**src/rtl/time_parameters.sv**
```systemverilog
// Programmable traffic-light interval store: three WIDTH-bit intervals (base, extended, yellow),
// rewritten one at a time by a synchronised strobe and read combinationally by address.
module time_parameters #(
    parameter int             WIDTH    = 4,
    parameter logic [WIDTH-1:0] DEF_BASE = 4'd6,
    parameter logic [WIDTH-1:0] DEF_EXT  = 4'd3,
    parameter logic [WIDTH-1:0] DEF_YEL  = 4'd2
) (
    input  logic             clk,
    input  logic             sys_reset,
    input  logic [1:0]       selector,
    input  logic [WIDTH-1:0] reprogram_value,
    input  logic             prg_sync_in,
    input  logic [1:0]       interval_address,
    output logic [WIDTH-1:0] output_value
);

    localparam int NUM_INT = 3;

    logic [NUM_INT-1:0][WIDTH-1:0] param;
    logic                          wr_ok;

    // A zero interval would stall the timer, so it is never committed.
    assign wr_ok = prg_sync_in && (selector != 2'd3) && (reprogram_value != '0);

    always_ff @(posedge clk or negedge sys_reset) begin
        if (!sys_reset) begin
            param[0] <= DEF_BASE;
            param[1] <= DEF_EXT;
            param[2] <= DEF_YEL;
        end else if (wr_ok) begin
            param[selector] <= reprogram_value;
        end
    end

    // Address 11 aliases to the base interval.
    always_comb begin
        output_value = param[0];
        case (interval_address)
            2'd1:    output_value = param[1];
            2'd2:    output_value = param[2];
            default: output_value = param[0];
        endcase
    end

endmodule

```
**config.mk**
```make
export PLATFORM = sky130hd
export DESIGN_NAME = time_parameters
export DESIGN_NICKNAME = d
export VERILOG_FILES = /design/src/rtl/time_parameters.sv
export SDC_FILE = /design/constraint.sdc
export NUM_CORES = 1
export LEC_CHECK = 0
export CORE_ASPECT_RATIO = 1.25
export CORE_MARGIN = 10
export CORE_UTILIZATION = 48
export DETAILED_ROUTE_END_ITERATION = 6
export PLACE_DENSITY = 0.71
export SLEW_MARGIN = 20
export SYNTH_ARGS = -nofsm -noshare
export SYNTH_HDL_FRONTEND = slang
export SYNTH_SLANG_ARGS = --single-unit
```
**constraint.sdc**
```tcl
create_clock -name clk -period 1.4 [get_ports clk]
set_clock_uncertainty 0.05 [all_clocks]
set_input_delay 0.28 -clock clk [delete_from_list [all_inputs] [get_ports clk]]
set_output_delay 0.28 -clock clk [all_outputs]
set_load 0.01 [all_outputs]
```
## Yosys cells after proc, flatten, opt, wreduce, memory -nomap -nowiden

Cells that the tools add are included.

| word-level totals | value |
|---|---|
| register bits | 12 |
| input bits | 11 |
| output and inout bits | 4 |
| word-level logic and storage cells | 16 |

| cells by class | value |
|---|---|
| order comparisons | 2 |
| equality and inequality tests | 3 |
| mux-type cells | 4 |
| reductions and logical operators | 4 |

Operator list:

| cell | number |
|---|---|
| bitwise mux 12 bit | 1 |
| demux 4 bit (select 2 bit) | 1 |
| one-hot mux 4 bit (2 select lines) | 1 |
| 2-to-1 mux 4 bit | 1 |
| nonzero test 4 bit | 1 |
| logical AND 1 bit | 3 |
| less-than comparator 2 x 3 -> 1 bit, second input constant | 1 |
| == test 2 x 1 -> 1 bit, second input constant | 1 |
| == test 2 bit, second input constant | 1 |
| >= comparator 2 x 1 -> 1 bit, second input constant | 1 |
| inequality test 2 bit, second input constant | 1 |

## Depth between registers and ports, before layout

Gate-level depths: netlist of run 1.

| depth | value |
|---|---|
| word-level depth | 5 |
| mapped depth | 5 |
| depth with buffers taken out | 4 |

## Worst setup path before layout of run 1

OpenSTA, ideal clock, no wires.

| timing | value |
|---|---|
| path kind | input -> output |
| start | input interval_address[0] |
| end | output output_value[0] |
| arrival | 1.061 ns |
| data required time | 1.070 ns |
| setup slack | 0.009 ns |
| stages | 5 |
| buffers on the path | 1 |
| cells stage by stage | inv_1 ha_1 clkbuf_1 a221oi_1 a21oi_1 |

| on the way | value |
|---|---|
| cells in the longest elaborated chain, start to end | 2 |
| elaborated cells between the ends (all ways) | 3 |
| classes of those cells | eq/ne: 2; mux: 1 |

RTL lines:

| element | line | text |
|---|---|---|
| start: declaration | 14 | `input logic [1:0] interval_address,` |
| == test 2 bit / == test 2 x 1 -> 1 bit (equally long branches) | 39 | `case (interval_address)` |
| one-hot mux 4 bit (2 select lines) (*) | 39 |  |
| end: declaration | 15 | `output logic [WIDTH-1:0] output_value` |

Every way passes the cells marked *; elsewhere a longest branch is shown, timed or not.

## Worst setup path in the final report of run 1

| timing | value |
|---|---|
| start | register param[1] in the netlist's numbering |
| end | output output_value[1] |

| on the way | value |
|---|---|
| cells in the longest elaborated chain, start to end | 1 |

RTL lines:

| element | line | text |
|---|---|---|
| start: declaration | 20 | `logic [NUM_INT-1:0][WIDTH-1:0] param;` |
| start signal: indexed assignment | 32 | `param[selector] <= reprogram_value;` |
| one-hot mux 4 bit (2 select lines) | 39 |  |

Every way passes these cells.

==> summary.txt, run 1 <==
Die
  – Rows: 17
  – I/O pins: 15
  – Die height: 67.5 um
  – Starting Density: 0.496
  – DIE WIDTH: 58.0 um
  – CORE AREA: 1740 um^2
  – Full die area: 3910 um^2

Synth
  – Commonest cells in the netlist: 14 x inv_1, 12 x or4b_1, 10 x o211ai_1
  – Post-synth ARST share: 1.00
  – Post-Syn Area: 865 um^2
  – Synth Area in Compound Gates: 0.179
  – Register area share after synthesis: 0.355
  – Post-synthesis simple-gate area fraction: 0.311
  – #FFs+latches synth: 12
  – Synth Area in Adders: 0.0289
  – Post-synthesis mux area share: 0
  – Area leader, netlist: dfrtp_1
  – Distinct cells, synth: 17
  – Largest cells by area after synthesis: dfrtp_1 20%, dfstp_2 15%, or4b_1 14%, o211ai_1 8.7%, nand4b_1 8.1%
  – Cell count after synthesis: slightly above 80
  – Synth warn: 0
  – Number of enable flip-flop cells after synthesis: 0
  – Syn_area_per_cell: 10.4 um^2
  – Cell with the most instances after synthesis: inv_1
  – Top cell type's share of synthesized area: 0.203
  – Syn nets: 96
  – Synth Area in XOR/XNOR: 0
  – Top_reg_cell synth: dfrtp_1
  – Main combinational cell family by area after synthesis: simple AND/OR/NAND/NOR gates

Power and ir drop
  – Total power draw: 1.26 mW
  – Pwr Density: a little over 1000 nW/um^2
  – Leak Pwr: 0.574 nW
  – VDD IR-drop max: 0.000678 V

Status
  – Status: complete, but fails checks
  – Failing checks: setup timing

Timing
  – Slew HR: 0.786
  – RSZ-0062 raised after global routing: true
  – Final Hold Fails: 0
  – Crit share post-route: 1.09
  – Final slew viol count: 0
  – Post-route setup TNS: -372 ps
  – Endpoints failing setup: 4
  – Final min period: 1520 ps
  – Minimum hold slack: 259 ps
  – Worst-margin pin slew: 320 ps
  – Fin worst setup slack: -120 ps
  – Fmax: around 660 MHz

Drt
  – Vias per Instance: 6.06
  – Drt pass-1 iters: 4
  – Avg WL per Cell: 18.5 um
  – Vias: 848
  – First-iteration detailed-routing DRC count: 21
  – Post-Route WL: 2.59 mm
  – DRT antenna net count: 0
  – Remaining DRCs: 0

Layout
  – Area delta synth->final: 44.3%
  – Fraction of layout cells with a size suffix above 1: 0.455
  – Ant diodes: 0
  – Finished Cell Area: around 1200 um^2
  – Max reg flops: 12
  – Largest Register: param
  – Non-filler cells, final: 140
  – Fin nets: between 100 and 150
  – Regs by FF count: param x12

Critical path
  – CP startpoint: param[1]$_DFFE_PN1P_
  – Startpoint type of the worst setup path: register
  – Required @ worst endpoint: 1070 ps
  – Critical Path AT: roughly 1200 ps
  – Critical R2R Capture: param[5]$_DFFE_PN1P_
  – Worst setup EP type: output port
  – R2r startpoint: param[5]$_DFFE_PN1P_
  – Setup slack, reg-to-reg: 80 ps
  – Setup Crit Path Kind: reg -> out
  – Critical-path maximum fanout: 2
  – R2R depth: 3

Placed design
  – Routability Congestion: 0.836
  – Number of placed instances, taps included: 134
  – Dpl hpwl: 1.86 mm
  – Dpl cell area: between 1000 and 1500 um^2
  – IO Port Bufs: 14

Clock tree
  – Hold Buf Count CTS: 0
  – CTS tree: done
  – Total CTS buffers: 3
  – Clock transition at path regs: 80 ps
  – CTS Sinks: 12
  – Worst skew pair latency: 270 ps
  – CTS Buffer Depth: 2
  – Root buffer cell: clkbuf_4
  – H-tree depth: 1

Hold path
  – Min-Delay Path Class: in -> async

GRT
  – Initial antenna violation count: 0
  – GR Overflow Total: 0
  – First-pass GRT wire length: 4.28 mm
  – Vias in the first global route: 920
  – Total Routing Usage GR: 0.138
  – Largest net degree at the start of global routing: 13

Job
  – Total of max-cap violations: 0
[final cells by class]
class | count | area [um^2]
fillers | 129 | 497
repair buffers | 42 | 329
flip-flops and latches | 12 | 307
clock buffers | 4 | 36.3
multi-input cells | 49 | 499
inverters | 14 | 52.6
well taps | 19 | 23.8
[per-stage QoR]
step	util	worst slack, ps
2_1_floorplan	-	8.57
3_3_place_gp	0.669	-902
3_5_place_dp	0.669	-982
4_1_cts	0.712	-127
5_1_grt	0.715	-169
6_report	0.715	-120
[cells in the final DEF, fill, tap and decap left out]
master,instances
or4b_1,12
clkbuf_8,1
o211ai_1,10
and3b_1,2
a21oi_1,4
inv_2,2
buf_4,27
clkdlybuf4s50_1,6
o211ai_2,2
dlymetal6s2s_1,2
dfrtp_1,7
or4bb_1,3
or4bb_4,1
buf_6,1
nand4b_1,8
buf_2,6
clkbuf_4,3
dfstp_2,5
a221oi_2,4
ha_4,2
nor3b_2,1
inv_1,12
[routing by layer]
metal | GRT usage | vias up | routed length (um)
met5 | 0 | - | 0
met4 | 0.0588 | 0 | 6
met3 | 0.0394 | 2 | 109
met2 | 0.245 | 14 | 1420
met1 | 0.150 | 436 | 1060
li1 | - | 396 | -
[logic make-up after synthesis]
| kind of cell | after synthesis |
|---|---|
| compound gates | 20 |
| buf+inv | 22 |
| simple gates | 27 |
| flops | 12 |
| fa+ha+maj | 2 |
[worst max-delay path by stage]
stage	to	slack, ps
3_5_place_dp	output_value[1]	-980
2_1_floorplan	output_value[0]	9
6_report	output_value[1]	-120
3_3_place_gp	output_value[2]	-900
4_1_cts	output_value[1]	-130
5_1_grt	output_value[1]	-170
[where the power goes]
part / internal (mW) / switching [mW]
Combinational: 0.273 / 0.196
Clock: 0.158 / 0.128
Sequential: 0.445 / 0.0606
[worst max-delay path, cell delays in order, from the launching register on]
cell and delay (ps):
dfstp_2 550, inv_1 60, a21oi_1 150, buf_2 150
[repair_timing]
item,4_1_cts,5_1_grt
resized for setup,35,2
pin swaps,4,3
setup buffers,2,0
setup endpoints to repair,4,10
endpoints found under the hold margin,0,0
Power figures use the tool's default switching activity.
==> run 2, diff against run 1 <==
--- a/config.mk
+++ b/config.mk
@@ -10,7 +10,7 @@
 export CORE_UTILIZATION = 48
 export DETAILED_ROUTE_END_ITERATION = 6
 export PLACE_DENSITY = 0.71
-export SLEW_MARGIN = 20
+export SLEW_MARGIN = 10
 export SYNTH_ARGS = -nofsm -noshare
 export SYNTH_HDL_FRONTEND = slang
 export SYNTH_SLANG_ARGS = --single-unit
==> results of run 2 <==
Final layout, timing and power as in run 1 (identical DEF).
